## src/rtl/instr_mem_loader_pkg.sv

```systemverilog
// instr_mem_loader_pkg: shared processor widths, depths and loader state encoding
package instr_mem_loader_pkg;
  localparam int DEF_INSTR_WIDTH = 32;
  localparam int DEF_ADDRESS_WIDTH = 32;
  localparam int DEF_MEM_DEPTH = 100;
  localparam int DEF_LEN_W = $clog2(DEF_MEM_DEPTH + 1);
  typedef enum logic [2:0] {
    IDLE,
    LOAD,
    WRITE,
    DONE,
    ERROR
  } state_t;
endpackage

```

## src/rtl/instr_mem_loader_if.sv

```systemverilog
// instr_mem_loader_if: load request, serial byte stream and memory write port of the loader
interface instr_mem_loader_if
  import instr_mem_loader_pkg::*;
#(
  parameter int INSTR_WIDTH = DEF_INSTR_WIDTH,
  parameter int ADDRESS_WIDTH = DEF_ADDRESS_WIDTH,
  parameter int MEM_DEPTH = DEF_MEM_DEPTH
);
  localparam int LEN_W = $clog2(MEM_DEPTH + 1);
  logic start;
  logic [LEN_W-1:0] load_length;
  logic [7:0] in_byte;
  logic in_valid;
  logic out_ready;
  logic wr_en;
  logic [ADDRESS_WIDTH-1:0] wr_address;
  logic [INSTR_WIDTH-1:0] wr_data;
  logic cpu_hold;
  logic load_done;
  logic load_error;
  modport master (
    output start, load_length, in_byte, in_valid,
    input out_ready, wr_en, wr_address, wr_data, cpu_hold, load_done, load_error
  );
  modport slave (
    input start, load_length, in_byte, in_valid,
    output out_ready, wr_en, wr_address, wr_data, cpu_hold, load_done, load_error
  );
endinterface

```

## src/rtl/instr_mem_loader_byte_assembler.sv

```systemverilog
// instr_mem_loader_byte_assembler: places accepted bytes little-endian into a 32-bit word
module instr_mem_loader_byte_assembler (
  input logic clk,
  input logic rst_n,
  input logic clear,
  input logic accept,
  input logic [7:0] in_byte,
  output logic [31:0] word,
  output logic word_done
);
  logic [1:0] cnt_q;
  logic [31:0] word_q;
  // word as it will look once the current byte lands in its lane
  always_comb begin
    for (int i = 0; i < 4; i++) word[8*i +: 8] = (cnt_q == 2'(i)) ? in_byte : word_q[8*i +: 8];
    word_done = accept && cnt_q == 2'd3;
  end
  // byte lane counter wraps 3->0; partial bytes survive stalls
  always_ff @(posedge clk or negedge rst_n) begin
    if (!rst_n) begin
      cnt_q <= '0;
      word_q <= '0;
    end else if (clear) begin
      cnt_q <= '0;
      word_q <= '0;
    end else if (accept) begin
      cnt_q <= cnt_q + 2'd1;
      word_q <= word;
    end
  end
endmodule

```

## src/rtl/instr_mem_loader.sv

```systemverilog
// instr_mem_loader: streams serial bytes into instruction memory words while holding the CPU
module instr_mem_loader
  import instr_mem_loader_pkg::*;
#(
  parameter int INSTR_WIDTH = DEF_INSTR_WIDTH,
  parameter int ADDRESS_WIDTH = DEF_ADDRESS_WIDTH,
  parameter int MEM_DEPTH = DEF_MEM_DEPTH
) (
  input logic clk,
  input logic rst_n,
  instr_mem_loader_if.slave bus
);
  localparam int LEN_W = $clog2(MEM_DEPTH + 1);
  localparam logic [LEN_W-1:0] MAX_LEN = LEN_W'(MEM_DEPTH);
  state_t state_q, state_d;
  logic [LEN_W-1:0] len_q, word_idx_q, word_idx_inc;
  logic [INSTR_WIDTH-1:0] wr_data_q;
  logic [ADDRESS_WIDTH-1:0] wr_addr_q;
  logic [31:0] word;
  logic can_start, len_ok, start_ok, start_bad, accept, word_done;
  assign can_start = state_q inside {IDLE, DONE, ERROR};
  assign len_ok = bus.load_length != '0 && bus.load_length <= MAX_LEN;
  assign start_ok = bus.start && can_start && len_ok;
  assign start_bad = bus.start && can_start && !len_ok;
  assign accept = bus.in_valid && state_q == LOAD;
  assign word_idx_inc = word_idx_q + LEN_W'(1);
  instr_mem_loader_byte_assembler u_asm (
    .clk(clk),
    .rst_n(rst_n),
    .clear(start_ok),
    .accept(accept),
    .in_byte(bus.in_byte),
    .word(word),
    .word_done(word_done)
  );
  // state register
  always_ff @(posedge clk or negedge rst_n) begin
    if (!rst_n) state_q <= IDLE;
    else state_q <= state_d;
  end
  // next state and state-decoded outputs
  always_comb begin
    state_d = state_q;
    case (state_q)
      IDLE, DONE, ERROR: state_d = start_ok ? LOAD : start_bad ? ERROR : state_q;
      LOAD: state_d = word_done ? WRITE : LOAD;
      WRITE: state_d = (word_idx_inc == len_q) ? DONE : LOAD;
      default: state_d = IDLE;
    endcase
    bus.out_ready = state_q == LOAD;
    bus.wr_en = state_q == WRITE;
    bus.cpu_hold = state_q != DONE;
    bus.load_done = state_q == DONE;
    bus.load_error = state_q == ERROR;
    bus.wr_address = wr_addr_q;
    bus.wr_data = wr_data_q;
  end
  // load length, word index and the write-port registers captured on word completion
  always_ff @(posedge clk or negedge rst_n) begin
    if (!rst_n) begin
      len_q <= '0;
      word_idx_q <= '0;
      wr_data_q <= '0;
      wr_addr_q <= '0;
    end else begin
      if (start_ok) begin
        len_q <= bus.load_length;
        word_idx_q <= '0;
      end else if (state_q == WRITE) begin
        word_idx_q <= word_idx_inc;
      end
      if (word_done) begin
        wr_data_q <= INSTR_WIDTH'(word);
        wr_addr_q <= ADDRESS_WIDTH'({word_idx_q, 2'b00});
      end
    end
  end
endmodule

```

## src/flat_wrapper.sv

```systemverilog
// flat-port wrapper written by rule: the top's interface ports become plain ports
module instr_mem_loader_flat import instr_mem_loader_pkg::*;
#(
  parameter int INSTR_WIDTH = DEF_INSTR_WIDTH,
  parameter int ADDRESS_WIDTH = DEF_ADDRESS_WIDTH,
  parameter int MEM_DEPTH = DEF_MEM_DEPTH
)
  (clk, rst_n, bus_start, bus_load_length, bus_in_byte, bus_in_valid, bus_out_ready, bus_wr_en, bus_wr_address, bus_wr_data, bus_cpu_hold, bus_load_done, bus_load_error);
  instr_mem_loader_if #(.INSTR_WIDTH(INSTR_WIDTH), .ADDRESS_WIDTH(ADDRESS_WIDTH), .MEM_DEPTH(MEM_DEPTH)) bus_i ();
  input logic clk;
  input logic rst_n;
  input wire logic [$bits(bus_i.start)-1:0] bus_start;
  input wire logic [$bits(bus_i.load_length)-1:0] bus_load_length;
  input wire logic [$bits(bus_i.in_byte)-1:0] bus_in_byte;
  input wire logic [$bits(bus_i.in_valid)-1:0] bus_in_valid;
  output wire logic [$bits(bus_i.out_ready)-1:0] bus_out_ready;
  output wire logic [$bits(bus_i.wr_en)-1:0] bus_wr_en;
  output wire logic [$bits(bus_i.wr_address)-1:0] bus_wr_address;
  output wire logic [$bits(bus_i.wr_data)-1:0] bus_wr_data;
  output wire logic [$bits(bus_i.cpu_hold)-1:0] bus_cpu_hold;
  output wire logic [$bits(bus_i.load_done)-1:0] bus_load_done;
  output wire logic [$bits(bus_i.load_error)-1:0] bus_load_error;
  assign bus_i.start = bus_start;
  assign bus_i.load_length = bus_load_length;
  assign bus_i.in_byte = bus_in_byte;
  assign bus_i.in_valid = bus_in_valid;
  assign bus_out_ready = bus_i.out_ready;
  assign bus_wr_en = bus_i.wr_en;
  assign bus_wr_address = bus_i.wr_address;
  assign bus_wr_data = bus_i.wr_data;
  assign bus_cpu_hold = bus_i.cpu_hold;
  assign bus_load_done = bus_i.load_done;
  assign bus_load_error = bus_i.load_error;
  instr_mem_loader #(.INSTR_WIDTH(INSTR_WIDTH), .ADDRESS_WIDTH(ADDRESS_WIDTH), .MEM_DEPTH(MEM_DEPTH)) u_core (.clk(clk), .rst_n(rst_n), .bus(bus_i));
endmodule
```

## config.mk

```make
export PLATFORM = sky130hd
export DESIGN_NAME = instr_mem_loader_flat
export DESIGN_NICKNAME = d
export VERILOG_FILES = /design/src/rtl/instr_mem_loader_pkg.sv /design/src/rtl/instr_mem_loader_if.sv /design/src/rtl/instr_mem_loader_byte_assembler.sv /design/src/rtl/instr_mem_loader.sv /design/src/flat_wrapper.sv
export SDC_FILE = /design/constraint.sdc
export NUM_CORES = 1
export LEC_CHECK = 0
export ABC_AREA = 1
export CELL_PAD_IN_SITES_DETAIL_PLACEMENT = 1
export CELL_PAD_IN_SITES_GLOBAL_PLACEMENT = 1
export CORE_MARGIN = 2
export CORE_UTILIZATION = 41
export CTS_CLUSTER_DIAMETER = 200
export DETAILED_ROUTE_END_ITERATION = 10
export HOLD_SLACK_MARGIN = 0.05
export PLACE_DENSITY_LB_ADDON = 0.1
export SLEW_MARGIN = 20
export SYNTH_ARGS = -nofsm -noshare
export SYNTH_HDL_FRONTEND = slang
export SYNTH_SLANG_ARGS = --single-unit
```

## constraint.sdc

```tcl
create_clock -name clk -period 4.47 [get_ports clk]
set_input_delay 1.1175 -clock clk [delete_from_list [all_inputs] [get_ports clk]]
set_output_delay 1.1175 -clock clk [all_outputs]
set_load 0.005 [all_outputs]
```

==> qor.yml <==
drive_above_1_share_pct: 11.60
die_y_um: 104.4
tightest_slew_ps: 767.9
p_comb_share_pct: 39.5
gp_congestion: 0.7631
numCtsBuffers: 9
drc: 0
clock_latency_ps: 350
first_pass_iters: 4
cpMostUsedCell: "nand2_1"
cp_slowest_stage_delay_ps: 530
grt_max_degree: 83
start_util_pct: 42.27
period_minus_slack_ps: 2919
setup-tns-final_ps: 0
slowest_stage: "clkdlybuf4s50_1"
cts-root-buf: "clkbuf_8"
drt_iter0_drc: 102
skew_ps: 17.20
syn_inst: 485
dieArea_um2: 10900
hold_violations: 0
drv_cap: 0
clock_sinks: 82
final_common_cell: "nand2_1"
relSlewSlack_pct: 48.80
crit_chain: "clkdlybuf4s50_1, nand2_4, inv_4, nand2_2, inv_2, nand2_1, nand2_1"
intPower_w: 0.001769
rsz0062_at_grt: "no"
grt_overflow_total: 0
worstPathRequired_ps: 4760
grt_pass1_wl_um: 16420
final_area_um2: 4881
seq_power_share_pct: 42.3
antenna_cells: 0
worst-path-max-fanout: 33
ant_nets: 0
crit_type: "input pin to register"
holdBufCountCts: 0
seq_area_frac_synth_pct: 49.67
synth_top_cell_area_share_pct: 49.67
worstSetupEndpointType: "register"
yosys.area.top_type: "dfrtp_1"
wl_per_cell_um: 14.51
max-vdd-ir-drop_mv: 0.2204
start_kind: "input pin"
syn_area_per_cell_um2: 8.518
period_share_pct: 65.31
io_buffers: 62
status: "finished clean"
antenna_found_initial: 0
finalWorstSetupSlack_ps: 1551
cts_max_path_buffers: 2
ios: 88
netlist_area_um2: 4131
ys_ff_latch: 82
switchingPower_w: 0.001005
nets: 562
p_clk_share_pct: 18.1
htreeDepth: 3
ys_warn_count: 0
syn_to_final_growth_pct: 18.14
setup_viol: 0
synth.distinct_cells: 28
rows: 36
fmax_mhz: 342.5
critPathTopFamily: "buffers and inverters"
p_leak_nw: 2.512
hpwl_um: 6888
grt_usage_pct: 18.65
min_path_type: "register to register"
crit_buf_inv: 3
placed_cell_area_um2: 4701
drv_slew: 0
nFillCells: 1202
cts_tree: "done"
first_global_vias: 3395
vias: 3204
cts_resized: 0
synth_area_leaders: "dfrtp_1, nand2_1, mux2_2, buf_4, nand3_1"
wirelength_um: 9806
clkTransAtPathRegs_ps: 90
core_area_um2: 9774
dp_slack_ps: 1155
cp.arrival_ps: 3210
swShare_pct: 36.23
cts_setup_buffers: 0
whs_ps: 488.4
powerDensity_nw_per_um2: 568.5
final_cell_mix: "nand2_1, dfrtp_1, clkdlybuf4s50_1"
via_per_inst: 4.740
dieWidth_um: 104.4
==> cell families (layout without fill, tap and decap cells) <==
| group | count (synthesis) | count (layout) | synth area share (%) |
|---|---|---|---|
| and+or+nand+nor | 284 | 284 | 29.29 |
| DFF | 82 | 82 | 49.67 |
| buffers and inverters | 74 | 108 | 10.45 |
| muxes | 24 | 24 | 6.542 |
| AOI/OAI and AO/OA | 13 | 13 | 2.029 |
| adders and majority gates | 5 | 5 | 1.514 |
| xor gates and xnor gates | 2 | 2 | 0.4241 |
| other | 1 | 25 | 0.09077 |
==> worst reg2reg max path, stage by stage (launching register included) <==
cell     delay (ps)
dfrtp_1         390
inv_1           110
nand2_1         100
nor2_4          140
nand2_4         240
inv_4           350
nand2_2         270
inv_2           480
nand2_1         140
nand2_1          90
==> per-stage QoR <==
stage	power, W	instances	util (%)
2_1_floorplan	0.001846	509	-
3_3_place_gp	0.002260	660	48.09
3_5_place_dp	0.002302	660	48.09
4_1_cts	0.002819	676	49.90
5_1_grt	0.002989	676	49.94
6_report	0.002775	676	49.94
==> power groups by stage <==
stage,clock (W),sequential [W],combinational (W)
2_1_floorplan,0,0.00117,0.000678
3_3_place_gp,0,0.00118,0.00108
3_5_place_dp,0,0.00119,0.00111
4_1_cts,0.000523,0.00118,0.00112
5_1_grt,0.000555,0.00121,0.00122
6_report,0.000504,0.00117,0.00110
==> cells in the mapped netlist <==
cell	n
nand3b_1	1
nor2_1	14
nand2_4	1
o211ai_1	1
nand3_2	11
xnor2_1	1
buf_1	2
conb_1	1
mux2_2	24
inv_2	2
nor3_1	3
nand3_1	36
a21oi_1	2
o21ai_1	6
inv_4	1
inv_1	24
buf_4	26
buf_6	5
nand2_2	3
nand2_1	214
a31oi_4	1
xor2_1	1
nor2_4	1
ha_1	5
clkbuf_1	1
o21ai_0	3
dfrtp_1	82
buf_2	13
==> metal layers <==
metal	track usage, %	wire length (um)	vias to the layer above
li1	-	-	1567
met1	23.32	4404	1580
met2	32.40	5049	48
met3	3.509	244	9
met4	6.081	108	0
met5	0	0	-
==> registers in the layout, summed over array words and instances (netlist names) <==
signal / cells
u_core.u_asm.word_q: 24
u_core.word_idx_q: 7
u_core.bus.wr_data: 32
u_core.u_asm.cnt_q: 2
u_core.len_q: 7
u_core.bus.wr_address: 7
u_core.state_q: 3
==> cell type report <==
cell class              instances  area [um2]  share of cell area, %
inverters                      27       103.9                  2.128
clock buffers                  10       127.6                  2.615
repair buffers                 65       644.4                  13.20
flip-flops and latches         82        2052                  42.04
multi-input cells             353        1738                  35.61
clock inverters                 6       48.80                 0.9997
well taps                     133       166.4                  3.409
==> path summary, 6_finish.rpt <==
kind,cells past startpoint,slack (ps),endpoint,start
setup / recovery,7,1550,u_core.bus.wr_data[14]$_DFFE_PN0P_,bus_in_valid
hold / removal,2,490,u_core.bus.wr_data[4]$_DFFE_PN0P_,u_core.bus.wr_data[4]$_DFFE_PN0P_
setup reg to reg,9,2100,u_core.bus.wr_data[14]$_DFFE_PN0P_,u_core.state_q[2]$_DFFE_PN0P_
hold reg to reg,2,490,u_core.bus.wr_data[4]$_DFFE_PN0P_,u_core.bus.wr_data[4]$_DFFE_PN0P_
max in group asynchronous,1,3120,u_core.u_asm.word_q[23]$_DFFE_PN0P_,rst_n
min in group asynchronous,1,800,u_core.len_q[5]$_DFFE_PN0N_,rst_n
Power figures use the tool's default switching activity.
